==> config.mk <==
export PLATFORM = sky130hd
export DESIGN_NAME = module_bit_serial_adder
export DESIGN_NICKNAME = d
export VERILOG_FILES = /design/src/rtl/module_bit_serial_adder.sv
export SDC_FILE = /design/constraint.sdc
export NUM_CORES = 1
export LEC_CHECK = 0
export BUFFER_PORTS_ARGS = -buffer_cell sky130_fd_sc_hd__buf_2
export CAP_MARGIN = 30
export CELL_PAD_IN_SITES_DETAIL_PLACEMENT = 1
export CELL_PAD_IN_SITES_GLOBAL_PLACEMENT = 1
export CORE_UTILIZATION = 39
export DETAILED_ROUTE_END_ITERATION = 16
export GPL_ROUTABILITY_DRIVEN = 0
export GPL_TIMING_DRIVEN = 0
export MAX_ROUTING_LAYER = met4
export PLACE_DENSITY = 0.76
export SLEW_MARGIN = 10
export SYNTH_ARGS = -nofsm -noshare
export SYNTH_HDL_FRONTEND = slang
export SYNTH_SLANG_ARGS = --single-unit
==> constraint.sdc <==
create_clock -name clk_i -period 1.39 [get_ports clk_i]
set_input_delay 0.2085 -clock clk_i [delete_from_list [all_inputs] [get_ports clk_i]]
set_output_delay 0.2085 -clock clk_i [all_outputs]
set_load 0.005 [all_outputs]
==> src/rtl/module_bit_serial_adder.sv <==
// Bit-serial WIDTH-bit adder.
// One single-bit full adder is reused for WIDTH clock cycles, LSB first.
// The design has a valid/ready handshake on the operand side and another on
// the result side. It trades adder width for a WIDTH-cycle latency.

// Single-bit full adder, purely combinational.
module module_bit_full_adder (
    input  logic a_i,
    input  logic b_i,
    input  logic carry_i,
    output logic sum_o,
    output logic carry_o
);

    logic half_sum_s;

    assign half_sum_s = a_i ^ b_i;
    assign sum_o      = half_sum_s ^ carry_i;
    assign carry_o    = (a_i & b_i) | (carry_i & half_sum_s);

endmodule

// Sequencer that walks the operands through the full adder one bit per cycle.
module module_bit_serial_adder #(
    parameter int WIDTH = 8
) (
    input  logic             clk_i,
    input  logic             rst_n_i,
    input  logic             in_valid_i,
    output logic             in_ready_o,
    input  logic [WIDTH-1:0] a_i,
    input  logic [WIDTH-1:0] b_i,
    input  logic             carry_i,
    output logic             out_valid_o,
    input  logic             out_ready_i,
    output logic [WIDTH-1:0] sum_o,
    output logic             carry_o
);

    // The counter needs at least one bit, so WIDTH=1 still has a counter.
    localparam int CW = (WIDTH > 1) ? $clog2(WIDTH) : 1;
    localparam logic [CW-1:0] LAST_CNT = CW'(WIDTH - 1);

    typedef enum logic [1:0] {
        IDLE = 2'd0,
        RUN  = 2'd1,
        DONE = 2'd2
    } state_t;

    state_t           state_r;
    state_t           state_next_s;

    logic [WIDTH-1:0] a_sr_r;
    logic [WIDTH-1:0] b_sr_r;
    logic [WIDTH-1:0] sum_sr_r;
    logic             carry_r;
    logic [CW-1:0]    cnt_r;

    logic [WIDTH-1:0] sum_r;
    logic             carry_out_r;
    logic             out_valid_r;

    logic             accept_s;
    logic             last_s;
    logic             release_s;

    logic             fa_sum_s;
    logic             fa_carry_s;
    logic [WIDTH-1:0] sum_shift_s;

    // The same full adder serves every bit position. The carry flop closes the
    // ripple loop across cycles.
    module_bit_full_adder u_full_adder (
        .a_i     (a_sr_r[0]),
        .b_i     (b_sr_r[0]),
        .carry_i (carry_r),
        .sum_o   (fa_sum_s),
        .carry_o (fa_carry_s)
    );

    // Next value of the sum shift register.
    // The new sum bit enters at the MSB, so after WIDTH shifts bit 0 sits at
    // the LSB. Built without a part-select so that WIDTH=1 also works.
    always_comb begin
        sum_shift_s            = sum_sr_r >> 1;
        sum_shift_s[WIDTH-1]   = fa_sum_s;
    end

    // Next-state decode, plus the one-cycle event strobes used by the
    // datapath.
    always_comb begin
        state_next_s = state_r;
        accept_s     = 1'b0;
        last_s       = 1'b0;
        release_s    = 1'b0;
        case (state_r)
            IDLE: begin
                if (in_valid_i) begin
                    accept_s     = 1'b1;
                    state_next_s = RUN;
                end else begin
                    state_next_s = IDLE;
                end
            end
            RUN: begin
                if (cnt_r == LAST_CNT) begin
                    last_s       = 1'b1;
                    state_next_s = DONE;
                end else begin
                    state_next_s = RUN;
                end
            end
            DONE: begin
                if (out_ready_i) begin
                    release_s    = 1'b1;
                    state_next_s = IDLE;
                end else begin
                    state_next_s = DONE;
                end
            end
            default: begin
                state_next_s = IDLE;
            end
        endcase
    end

    // State register. Reset returns to IDLE and drops any operation in flight.
    always_ff @(posedge clk_i) begin
        if (!rst_n_i) begin
            state_r <= IDLE;
        end else begin
            state_r <= state_next_s;
        end
    end

    // Operand shift registers, carry flop and bit counter.
    // Operands are sampled only on the accept edge.
    always_ff @(posedge clk_i) begin
        if (!rst_n_i) begin
            a_sr_r   <= {WIDTH{1'b0}};
            b_sr_r   <= {WIDTH{1'b0}};
            sum_sr_r <= {WIDTH{1'b0}};
            carry_r  <= 1'b0;
            cnt_r    <= {CW{1'b0}};
        end else if (accept_s) begin
            a_sr_r   <= a_i;
            b_sr_r   <= b_i;
            sum_sr_r <= {WIDTH{1'b0}};
            carry_r  <= carry_i;
            cnt_r    <= {CW{1'b0}};
        end else if (state_r == RUN) begin
            a_sr_r   <= a_sr_r >> 1;
            b_sr_r   <= b_sr_r >> 1;
            sum_sr_r <= sum_shift_s;
            carry_r  <= fa_carry_s;
            cnt_r    <= cnt_r + CW'(1);
        end else begin
            a_sr_r   <= a_sr_r;
            b_sr_r   <= b_sr_r;
            sum_sr_r <= sum_sr_r;
            carry_r  <= carry_r;
            cnt_r    <= cnt_r;
        end
    end

    // Result registers.
    // They load only on the last RUN edge and then hold until the next
    // operation completes, including while the block is IDLE.
    always_ff @(posedge clk_i) begin
        if (!rst_n_i) begin
            sum_r       <= {WIDTH{1'b0}};
            carry_out_r <= 1'b0;
            out_valid_r <= 1'b0;
        end else if (last_s) begin
            sum_r       <= sum_shift_s;
            carry_out_r <= fa_carry_s;
            out_valid_r <= 1'b1;
        end else if (release_s) begin
            sum_r       <= sum_r;
            carry_out_r <= carry_out_r;
            out_valid_r <= 1'b0;
        end else begin
            sum_r       <= sum_r;
            carry_out_r <= carry_out_r;
            out_valid_r <= out_valid_r;
        end
    end

    // The only path from an input to an output is through the reset term,
    // so the block never advertises readiness while reset is asserted.
    assign in_ready_o  = (state_r == IDLE) && rst_n_i;
    assign out_valid_o = out_valid_r;
    assign sum_o       = sum_r;
    assign carry_o     = carry_out_r;

endmodule

# ---- Word level (Yosys, flattened, before mapping)
# Index checks and enable logic that the tools add are counted.
dict set report classes {
  addsub 1
  eq_ne 3
  muxes 18
  bitwise 6
  reduce_logical 5
}
# op n
set op_table {}
lappend op_table {{2-to-1 mux 8 bit} 4}
lappend op_table {{2-to-1 mux 1 bit} 11}
lappend op_table {{case mux 2 bit (3 select lines)} 1}
lappend op_table {{2-to-1 mux 2 bit} 2}
lappend op_table {{nonzero test 2 bit} 2}
lappend op_table {{adder 3 x 1 -> 3 bit, second input constant} 1}
lappend op_table {{equality test 3 bit, second input constant} 1}
lappend op_table {{bitwise AND 1 bit} 2}
lappend op_table {{equality test 2 x 1 -> 1 bit, second input constant} 1}
lappend op_table {{equality test 2 bit, second input constant} 1}
lappend op_table {{zero test 2 bit} 1}
lappend op_table {{OR reduction 2 bit} 1}
lappend op_table {{bitwise XOR 1 bit} 2}
lappend op_table {{logical AND 1 bit} 1}
lappend op_table {{NOT 1 bit} 1}
lappend op_table {{OR 1 bit} 1}
dict set report word_totals {
  ff_bits 40
  out_inout_bits 11
  elab_cells 42
}

# ---- Depth between registers and ports, before layout
# Gate-level depths: netlist of run 1.
dict set report depth {
  word_depth 5
  depth_mapped 5
  depth_no_buf 5
}

# ---- Modules after synthesis
# Synthesis of run 1 repeated with hierarchy kept, for this count alone.
dict set report unflattened {
  cells_unflattened 195
  area_unflattened_um2 1620.3
}
# mod n_inst cells_per_inst area_per_inst_um2 seq_area_each_um2
set by_module_without_submodules {}
lappend by_module_without_submodules {module_bit_serial_adder 1 194 1600.3 780.7}
lappend by_module_without_submodules {module_bit_full_adder 1 1 20.0 0.0}

# ---- Worst setup path before layout of run 1
# OpenSTA, ideal clock, no wires.
dict set report synth_path {
  path_kind {reg2reg}
  from {reg cnt_r[0]}
  to {reg state_r[0]}
  t_arrival_ps 1151
  path_slack_ps 124
  stages_incl_launch_ff 6
  n_path_buf 1
  synth_period_minus_slack_ps 1266
  path_cell_list {dfxtp_1 > ha_1 > ha_1 > clkbuf_1 > o21ai_0 > and2_1}
}
dict set report synth_via {
  elab_chain_cells 3
}
# element line_no
set synth_lines {}
lappend synth_lines {{from (decl)} 57} ;# logic [CW-1:0] cnt_r;
lappend synth_lines {{from (signal assigned)} 144} ;# cnt_r <= {CW{1'b0}};
lappend synth_lines {{from (signal assigned)} 150} ;# cnt_r <= {CW{1'b0}};
lappend synth_lines {{from (signal assigned)} 156} ;# cnt_r <= cnt_r + CW'(1);
lappend synth_lines {{equality test 3 bit} 106} ;# if (cnt_r == LAST_CNT) begin
lappend synth_lines {{2-to-1 mux 2 bit} 106}
lappend synth_lines {{case mux 2 bit (3 select lines)} 96} ;# case (state_r)
lappend synth_lines {{to (signal assigned)} 132} ;# state_r <= state_next_s;
lappend synth_lines {{to (decl)} 50} ;# state_t state_r;
# Every way passes these cells.
# A chain may end at the register's enable or synchronous reset.

# ---- Final worst setup path of run 1
dict set report layout_path {
  from {reg state_r[0]}
  to {reg b_sr_r[4]}
}
dict set report layout_via {
  elab_chain_cells 3
}
# element line_no
set layout_lines {}
lappend layout_lines {{zero test 2 bit} 96}
lappend layout_lines {{2-to-1 mux 1 bit} 96}
lappend layout_lines {{2-to-1 mux 8 bit or nonzero test 2 bit (tied branches)} -}
lappend layout_lines {{to (signal assigned)} 141} ;# b_sr_r <= {WIDTH{1'b0}};
lappend layout_lines {{to (signal assigned)} 147} ;# b_sr_r <= b_i;
lappend layout_lines {{to (signal assigned)} 153} ;# b_sr_r <= b_sr_r >> 1;
lappend layout_lines {{to (decl)} 54} ;# logic [WIDTH-1:0] b_sr_r;
# Parallel ways exist; a longest one is shown, timed or not.

==> results of run 1 <==
## registers in the layout, indices dropped and copies added, names as in the netlist
name / flops
a_sr_r: 8
b_sr_r: 8
sum_o: 8
sum_sr_r: 7
cnt_r: 3
state_r: 2
carry_o: 1
carry_r: 1
out_valid_o: 1
## kinds of logic after synthesis
kind of cell    Yosys count  synth area share, %
compound gates           65                 23.3
xor+xnor                  1                0.540
fa+ha+maj                 3                 2.78
buf+inv                  15                 4.47
flops                    39                 48.1
simple gates             73                 20.8
## worst max path at each step
| stage | slack [ns] | cells after the start | endpoint |
|---|---|---|---|
| floorplan | 0.12 | 5 | state_r[0]$_SDFF_PN0_ |
| global placement | -0.07 | 5 | state_r[0]$_SDFF_PN0_ |
| detailed placement | -0.12 | 5 | state_r[0]$_SDFF_PN0_ |
| CTS | 0.005 | 3 | in_ready_o |
| global route | -0.02 | 5 | a_sr_r[5]$_SDFFE_PN0P_ |
| finish | 0.05 | 5 | b_sr_r[4]$_SDFFE_PN0P_ |
## cell type report
type / instances / area, um^2 / share of cell area [%]
sequential: 39 / 782 / 39.2
multi-input combinational: 142 / 778 / 39.0
timing repair buffer: 32 / 166 / 8.33
buffer: 14 / 86.3 / 4.32
clock buffer: 6 / 82.6 / 4.14
tap: 50 / 62.6 / 3.13
clock inverter: 2 / 35.0 / 1.75
inverter: 1 / 3.75 / 0.188
## repair_timing
item                       in CTS  in global routing
setup endpoints to repair      18                 27
hold buffers                    0                  0
pin swaps                       0                  0
buffers inserted                1                  0
gates resized for setup         4                 15
## where the power goes
part           internal [mW]  total, mW  switching [mW]
sequential              1.17       1.20          0.0323
clock                  0.581      0.993           0.412
combinational          0.122      0.283           0.162
## layer usage
layer	wire length (um)	GRT usage, %
met1	1990	27.5
met2	1850	35.3
met3	129	5.65
met4	40	5.59
met5	0	-
## placed cells by master, fill, tap and decap left out
master / n
nand2_1: 44
dfxtp_1: 38
buf_2: 35
a21oi_1: 34
nand3_1: 11
a21boi_0: 9
o21ai_1: 8
clkbuf_8: 6
o21ai_0: 5
nor2_1: 5
a21boi_1: 4
clkbuf_1: 3
buf_6: 3
nor2b_1: 3
o221a_2: 3
buf_4: 2
nor3b_2: 2
or3b_1: 2
clkbuf_2: 2
ha_1: 2
nor2b_2: 1
nand2b_1: 1
a31oi_1: 1
o21ai_2: 1
nand2_2: 1
clkbuf_4: 1
nand3b_1: 1
and2_1: 1
xnor2_1: 1
inv_1: 1
nor3b_1: 1
fa_1: 1
bufinv_16: 1
clkinv_2: 1
dfxtp_2: 1
## critical path: cells and delay by family (launching register included)
family | cells | cell delay [ns]
DFF | 1 | 0.36
AOI/OAI and AO/OA | 2 | 0.17
and+or+nand+nor | 1 | 0.41
buffers and inverters | 2 | 0.30
==> results.py, run 1 <==
metrics = {
    "critical_path": {
        "crit_path_max_incr_delay_ns": 0.41,
        "worst_path_max_delay_cell": "or3b_1",
        "timing.rr.start": "state_r[0]$_SDFF_PN0_",
        "cpMostUsedCell": "buf_6",
        "end_kind": "flop",
        "cp-start-kind": "flop",
        "reg2reg_setup_slack_ns": 0.05,
        "path_class": "flop to flop",
        "regToRegEndpoint": "b_sr_r[4]$_SDFFE_PN0P_",
        "cp_cell_sequence": "or3b_1 -> buf_6 -> buf_6 -> o21ai_1 -> a21oi_1",
        "r2r_cells": 5,
        "crit_arrival_ns": 1.53,
        "critPathLaunch": "state_r[0]$_SDFF_PN0_",
        "worstPathMaxFanout": 10,
        "required_ns": 1.58,
    },
    "layout": {
        "finalNonFillerCells": 286,
        "utilization_pct": 49.9,
        "syn2layout_area_growth_pct": 23.1,
        "antenna_cells": 0,
        "drive_gt1_share_pct": 25.4,
        "fillers": 518,
        "stdcell_area_um2": 2000,
        "fin_nets": 259,
    },
    "global_routing": {
        "antenna_found_initial": 0,
        "grt_overflow": 0,
        "grt_pass1_vias": 1470,
        "grtUsageTotal_pct": 22.0,
        "grt_max_degree": 13,
        "grt_pass1_wl_mm": 7.04,
    },
    "synth": {
        "ys_ff_latch": 39,
        "yosysMostFrequentCell": "nand2_1",
        "synth_area_um2": 1620,
        "synthTopCellsByCount": "nand2_1, dfxtp_1, a21oi_1",
        "synthCells": 196,
        "ys_seq_area_share_pct": 48.1,
        "ys_warn_count": 0,
        "yosys.cell_types.count": 27,
        "synth_fp_nets": 220,
        "synth-main-ff-cell": "dfxtp_1",
        "yosysTopAreaCellShare_pct": 48.1,
        "synth_area_leaders": "dfxtp_1, a21oi_1, nand2_1",
        "postSynth.asyncResetShare_pct": 0,
        "syn_area_per_cell_um2": 8.28,
        "yosysTopAreaCell": "dfxtp_1",
        "synth-edff-count": 0,
    },
    "status": {
        "outcome": "finished clean",
    },
    "timing": {
        "fin_crit_ns": 1.34,
        "hold_viol": 0,
        "finalClockSkew_ns": 0.00932,
        "timing.slew.headroom_pct": 66.5,
        "rsz0062_at_grt": "yes",
        "fin_ws_ns": 0.0537,
        "setup_tns_ns": 0,
        "drv_slew": 0,
        "finalCritPeriodShare_pct": 96.1,
        "max_freq_mhz": 748,
        "setup_viol": 0,
        "hold-worst-slack_ns": 0.172,
        "worst_slew_pin_slew_ns": 0.502,
    },
    "placed_design": {
        "numPortBuffers": 31,
        "dp_slack_ns": -0.117,
        "dpl.cell_count": 277,
        "place_hpwl_mm": 2.77,
        "post_dp_cell_area_um2": 1840,
    },
    "worst_hold_path": {
        "hold_class": "input pin to flop",
        "hold_end": "b_sr_r[3]$_SDFFE_PN0P_",
        "worstHoldStart": "b_i[3]",
        "hold_depth": 3,
    },
    "route": {
        "antenna_left": 0,
        "dr.pass1.iters": 4,
        "wirelength_mm": 4.01,
        "drc": 0,
        "drtIter0Drc": 34,
        "avgViaCountPerCell": 5.10,
        "vias": 1460,
        "wire_per_inst_um": 14.0,
    },
    "power_and_ir_drop": {
        "power_mw": 2.48,
        "power.density_nw_per_um2": 1240,
        "power_leakage_nw": 0.794,
        "peakVddDrop_mv": 0.627,
    },
    "clocking": {
        "clockBufferDepth": 2,
        "htreeDepth": 2,
        "cts_tree": "done",
        "cts-root-buf": "clkbuf_8",
        "clk_pin_slew_worst_paths_ns": 0.08,
        "worstSkewPairLatency_ns": 0.30,
        "cts_inserted_buffers": 5,
        "cts_num_sinks": 39,
    },
    "floorplan": {
        "die_height_um": 66.5,
        "dieWidth_um": 66.5,
        "dieArea_um2": 4420,
        "floorplan.initialDensity_pct": 40.6,
        "core-area_um2": 4000,
        "rows": 23,
        "ioPinCount": 32,
    },
    "run": {
        "maxCapViolations": 0,
    },
}
(Power assumes the default switching activity.)
==> run 2, diff against run 1 <==
Settings changed: CORE_ASPECT_RATIO from default to 0.5, CORE_UTILIZATION 39 to 41, CTS_BUF_LIST from default to sky130_fd_sc_hd__clkbuf_8, PLACE_DENSITY 0.76 to 0.79.
==> run 2 against run 1 <==
Combinational power barely moved. Via count increased by 1.0%. Final cell count is 0.70% higher. Register-to-register slack about the same. Worst hold slack gained 0.0020 ns. Die area decreased by 4.4%. Count of clock-buffer cells in the layout shrank 1. Sequential share of layout area up 0.20 points.
==> results.py, run 2 (synthesized netlist as in run 1, its figures left out) <==
metrics = {
    "status": {
        "outcome": "finished clean",
    },
    "layout": {
        "final_cell_mix": "nand2_1, dfxtp_1, a21oi_1",
        "syn2layout_area_growth_pct": 22.8,
        "fillers": 471,
        "drive_gt1_share_pct": 26.6,
        "antenna_cells": 0,
        "finalNonFillerCells": 288,
        "final_common_cell": "nand2_1",
        "fin_nets": 260,
    },
    "critical_path": {
        "critPathLaunch": "state_r[0]$_SDFF_PN0_",
        "worstPathMaxFanout": 10,
        "end_kind": "flop",
        "cpMostUsedCell": "buf_6",
        "crit_arrival_ns": 1.52,
        "cp_top_family": "simple AND/OR/NAND/NOR gates",
        "cp-start-kind": "flop",
        "timing.rr.start": "state_r[0]$_SDFF_PN0_",
        "cp_num_buf_inv": 2,
        "cp_cell_sequence": "or3b_4 -> buf_6 -> buf_6 -> o21ai_1 -> a21oi_1",
        "required_ns": 1.57,
        "worst_path_max_delay_cell": "or3b_4",
        "path_class": "flop to flop",
        "crit_path_max_incr_delay_ns": 0.39,
    },
    "floorplan": {
        "ioPinCount": 32,
        "dieArea_um2": 4230,
        "floorplan.initialDensity_pct": 45.0,
        "core-area_um2": 3600,
        "die_height_um": 46.5,
        "rows": 15,
        "dieWidth_um": 91.0,
    },
    "route": {
        "dr_wl_met2_mm": 1.81,
        "drc": 0,
        "dr.pass1.iters": 4,
        "wl_met3_um": 121,
        "wl_met1_mm": 1.90,
        "drtIter0Drc": 23,
        "routed.top_layer": "met4",
        "vias": 1475,
        "wirelength_mm": 3.85,
        "avgViaCountPerCell": 5.12,
        "antenna_left": 0,
        "wire_per_inst_um": 13.4,
    },
    "clocking": {
        "cts_num_sinks": 39,
        "cts_inserted_buffers": 5,
        "cts_tree": "done",
        "clockBufferDepth": 2,
        "worstSkewPairLatency_ns": 0.29,
        "htreeDepth": 2,
        "clk_pin_slew_worst_paths_ns": 0.08,
        "ctsHoldBuffers": 0,
        "cts-root-buf": "clkbuf_8",
    },
    "timing": {
        "hold_viol": 0,
        "rsz0062_at_grt": "yes",
        "finalCritPeriodShare_pct": 96.4,
        "fin_crit_ns": 1.34,
        "worst_slew_pin_slew_ns": 0.539,
        "finalClockSkew_ns": 0.00982,
        "drv_slew": 0,
        "timing.slew.headroom_pct": 64.0,
        "setup_viol": 0,
        "fin_ws_ns": 0.0499,
        "max_freq_mhz": 746,
    },
    "global_routing": {
        "grt_pass1_wl_mm": 6.47,
        "grtUsageTotal_pct": 21.1,
        "antenna_found_initial": 0,
        "grt_max_degree": 13,
        "grt_overflow": 0,
        "grt_pass1_vias": 1393,
    },
    "worst_hold_path": {
        "worstHoldStart": "a_i[1]",
        "hold_class": "input pin to flop",
    },
    "placed_design": {
        "place_hpwl_mm": 2.78,
        "dp_slack_ns": -0.138,
        "numPortBuffers": 31,
        "dpl.cell_count": 278,
    },
    "power_and_ir_drop": {
        "power.density_nw_per_um2": 1120,
        "power_mw": 2.23,
        "peakVddDrop_mv": 0.551,
        "power_leakage_nw": 0.783,
    },
    "run": {
        "maxCapViolations": 0,
    },
}
run 2: cell types whose count changed in the layout (fill, tap and decap cells not counted), sizes merged:
cell	previous run	this run
buf	40	41
bufinv	1	0
clkbuf	12	11
clkinvlp	0	1
inv	1	2
run 2: layout make-up:
cell class | instances | area, um^2 | area share (%)
multi-input cells | 142 | 788 | 39.5
clock inverters | 3 | 16.3 | 0.816
inverters | 1 | 3.75 | 0.188
well taps | 51 | 63.8 | 3.20
plain buffers | 14 | 97.6 | 4.90
flip-flops and latches | 39 | 785 | 39.4
repair buffers | 33 | 170 | 8.54
clock buffers | 5 | 68.8 | 3.45
run 2: stage by stage:
| step | TNS (ns) | hold WS (ns) | cell area, um^2 | utilization, % |
|---|---|---|---|---|
| after global placement | -0.509 | 0.438 | 1840 | 51.1 |
| final | 0 | 0.174 | 1990 | 55.3 |
| after floorplan | 0 | 0.353 | 1620 | - |
| after detailed placement | -0.771 | 0.448 | 1840 | 51.1 |
| after CTS | -0.00918 | 0.170 | 1950 | 54.0 |
| after global routing | -0.0152 | 0.180 | 1990 | 55.3 |
run 2: worst paths after layout:
path | to | cells past startpoint | slack [ns]
hold / removal | a_sr_r[1]$_SDFFE_PN0P_ | 3 | 0.17
setup / recovery | b_sr_r[4]$_SDFFE_PN0P_ | 5 | 0.05
hold reg to reg | a_sr_r[4]$_SDFFE_PN0P_ | 2 | 0.46
setup reg to reg | b_sr_r[4]$_SDFFE_PN0P_ | 5 | 0.05
run 2: power breakdown:
part	switching, mW	leakage (nW)	internal (mW)	total [mW]
Clock	0.401	0.0453	0.343	0.744
Sequential	0.0326	0.319	1.17	1.20
Combinational	0.158	0.419	0.127	0.285
run 2: tightest hold or removal path, cell delays in order:
cell and delay, ns:
buf_2 0.07, o21ai_1 0.05, a21oi_1 0.09
run 2: routing by layer:
layer	vias up	GRT usage, %
met5	-	-
met2	21	36.8
met1	700	25.0
li1	751	-
met4	0	5.71
met3	3	5.45
run 2: what timing repair did:
item	4_1_cts	5_1_grt
setup endpoints to repair	14	32
buffers inserted	2	0
resized for setup	2	27
pin swaps	0	0
hold endpoints to repair	0	0
==> run 3, diff against run 2 <==
Settings changed: BUFFER_PORTS_ARGS -buffer_cell sky130_fd_sc_hd__buf_2 to default, CORE_UTILIZATION 41 to 47, DONT_BUFFER_PORTS from default to 1, PLACE_DENSITY 0.79 to 0.85.
==> run 3 against run 2 <==
Sequential share of layout area rose by 3.3 points. Global-route usage rose by 3.5 points. Worst hold slack got worse by 0.090 ns. Count of clock-buffer cells in the layout rose by 1. Critical path type unchanged. Critical endpoint is now a_sr_r[1]$_SDFFE_PN0P_. Highest routed layer unchanged.
==> results.py, run 3 (synthesized netlist as in run 1, its figures left out) <==
metrics = {
    "route": {
        "drtIter0Drc": 34,
        "avgViaCountPerCell": 5.62,
        "vias": 1378,
        "wirelength_mm": 4.04,
        "drc": 0,
        "wire_per_inst_um": 16.5,
        "antenna_left": 0,
        "dr.pass1.iters": 4,
    },
    "clocking": {
        "clockBufferDepth": 2,
        "cts_inserted_buffers": 5,
        "clk_pin_slew_worst_paths_ns": 0.07,
        "cts-root-buf": "clkbuf_8",
        "htreeDepth": 2,
        "worstSkewPairLatency_ns": 0.29,
        "cts_num_sinks": 39,
        "cts_tree": "done",
    },
    "timing": {
        "finalCritPeriodShare_pct": 97.9,
        "worst_slew_pin_slew_ns": 0.490,
        "drv_slew": 0,
        "max_freq_mhz": 735,
        "hold_viol": 0,
        "rsz0062_at_grt": "no",
        "timing.slew.headroom_pct": 67.3,
        "finalClockSkew_ns": 0.00728,
        "setup_viol": 0,
        "fin_crit_ns": 1.36,
        "hold-worst-slack_ns": 0.0847,
    },
    "global_routing": {
        "grtUsageTotal_pct": 24.6,
        "grt_pass1_vias": 1356,
        "grt_overflow": 0,
        "antenna_found_initial": 0,
        "grt_max_degree": 13,
        "grt_pass1_wl_mm": 6.50,
    },
    "critical_path": {
        "path_class": "flop to flop",
        "worst_path_max_delay_cell": "or3b_4",
        "cp-start-kind": "flop",
        "crit_path_max_incr_delay_ns": 0.40,
        "cp_cell_sequence": "or3b_4 -> buf_6 -> buf_6 -> o21ai_2 -> a21oi_1",
        "end_kind": "flop",
        "regToRegEndpoint": "a_sr_r[1]$_SDFFE_PN0P_",
        "critPathLaunch": "state_r[0]$_SDFF_PN0_",
        "reg2reg_setup_slack_ns": 0.03,
        "r2r_cells": 5,
        "required_ns": 1.57,
        "timing.rr.start": "state_r[0]$_SDFF_PN0_",
        "crit_arrival_ns": 1.54,
        "worstPathMaxFanout": 10,
        "cpMostUsedCell": "buf_6",
    },
    "worst_hold_path": {
        "hold_end": "b_sr_r[5]$_SDFFE_PN0P_",
        "hold_depth": 2,
        "hold_class": "input pin to flop",
        "worstHoldStart": "b_i[5]",
    },
    "layout": {
        "drive_gt1_share_pct": 17.1,
        "multiInputGateArea_um2": 791,
        "fillers": 391,
        "antenna_cells": 0,
        "fin_nets": 228,
        "syn2layout_area_growth_pct": 13.6,
        "final_common_cell": "nand2_1",
        "final_cell_mix": "nand2_1, dfxtp_1, a21oi_1",
        "regArea_um2": 787,
    },
    "floorplan": {
        "core-area_um2": 3140,
        "die_height_um": 43.6,
        "ioPinCount": 32,
        "dieWidth_um": 85.1,
        "rows": 14,
        "dieArea_um2": 3710,
        "floorplan.initialDensity_pct": 51.8,
    },
    "power_and_ir_drop": {
        "power.density_nw_per_um2": 1330,
        "power_mw": 2.45,
        "power_leakage_nw": 0.655,
        "peakVddDrop_mv": 0.588,
    },
    "placed_design": {
        "place_hpwl_mm": 2.68,
        "numPortBuffers": 0,
    },
    "status": {
        "outcome": "finished clean",
    },
    "run": {
        "maxCapViolations": 0,
    },
}
[run 3: cell count changes in the layout (fill, tap and decap cells not counted), moves of 2 or more]
cell,previous run,this run
dfxtp_1,38,36
buf_4,5,1
a21boi_1,3,5
buf_2,33,5
dfxtp_2,0,2
a21boi_0,10,8
[run 3: final cells by class]
cell class                      count  share of cell area, %
Multi-Input combinational cell    142                   42.9
Timing Repair Buffer                1                  0.611
Sequential cell                    39                   42.7
Clock buffer                        6                   4.48
Clock inverter                      2                   1.90
Tap cell                           40                   2.71
Inverter                            1                  0.204
Buffer                             14                   4.55
[run 3: metrics by stage]
step	setup TNS (ns)	setup WS, ns	area, um^2	cells	util, %
6_report	0	0.0286	1840	245	58.8
5_1_grt	0	0.00213	1840	245	58.8
4_1_cts	0	0.0182	1810	245	57.7
3_5_place_dp	-0.635	-0.123	1670	236	53.4
3_3_place_gp	-0.0831	-0.0599	1670	236	53.4
2_1_floorplan	0	0.124	1620	196	-
[run 3: what timing repair did]
action,4_1_cts,5_1_grt
cloned,0,0
setup buffers,1,0
pin swaps,0,0
resized for setup,6,19
hold buffers,0,0
endpoints found under the setup margin,16,14
[run 3: worst max-delay path by stage]
stage                                  end  cells after the start
floorplan            state_r[0]$_SDFF_PN0_                      5
global placement     state_r[0]$_SDFF_PN0_                      5
detailed placement   state_r[0]$_SDFF_PN0_                      5
CTS                 a_sr_r[1]$_SDFFE_PN0P_                      5
global route        a_sr_r[1]$_SDFFE_PN0P_                      5
finish              a_sr_r[1]$_SDFFE_PN0P_                      5
[run 3: critical path: cells and delay by family, from the launching register on]
family                 cells  cell delay, ns
flip-flops                 1            0.37
AO/OA/AOI/OAI              2            0.19
AND/OR/NAND/NOR            1            0.40
buffers and inverters      2            0.29
[run 3: power breakdown]
part,internal [mW],switching (mW)
clock,0.581,0.410
sequential,1.17,0.0333
combinational,0.103,0.155
total,1.85,0.599
[run 3: metal layers]
layer | global-route usage [%] | wire length [um] | up-vias
met4 | 7.12 | 32 | 0
met3 | 6.86 | 192 | 4
met2 | 41.6 | 1980 | 30
li1 | - | - | 686
met5 | - | 0 | -
met1 | 29.3 | 1840 | 658
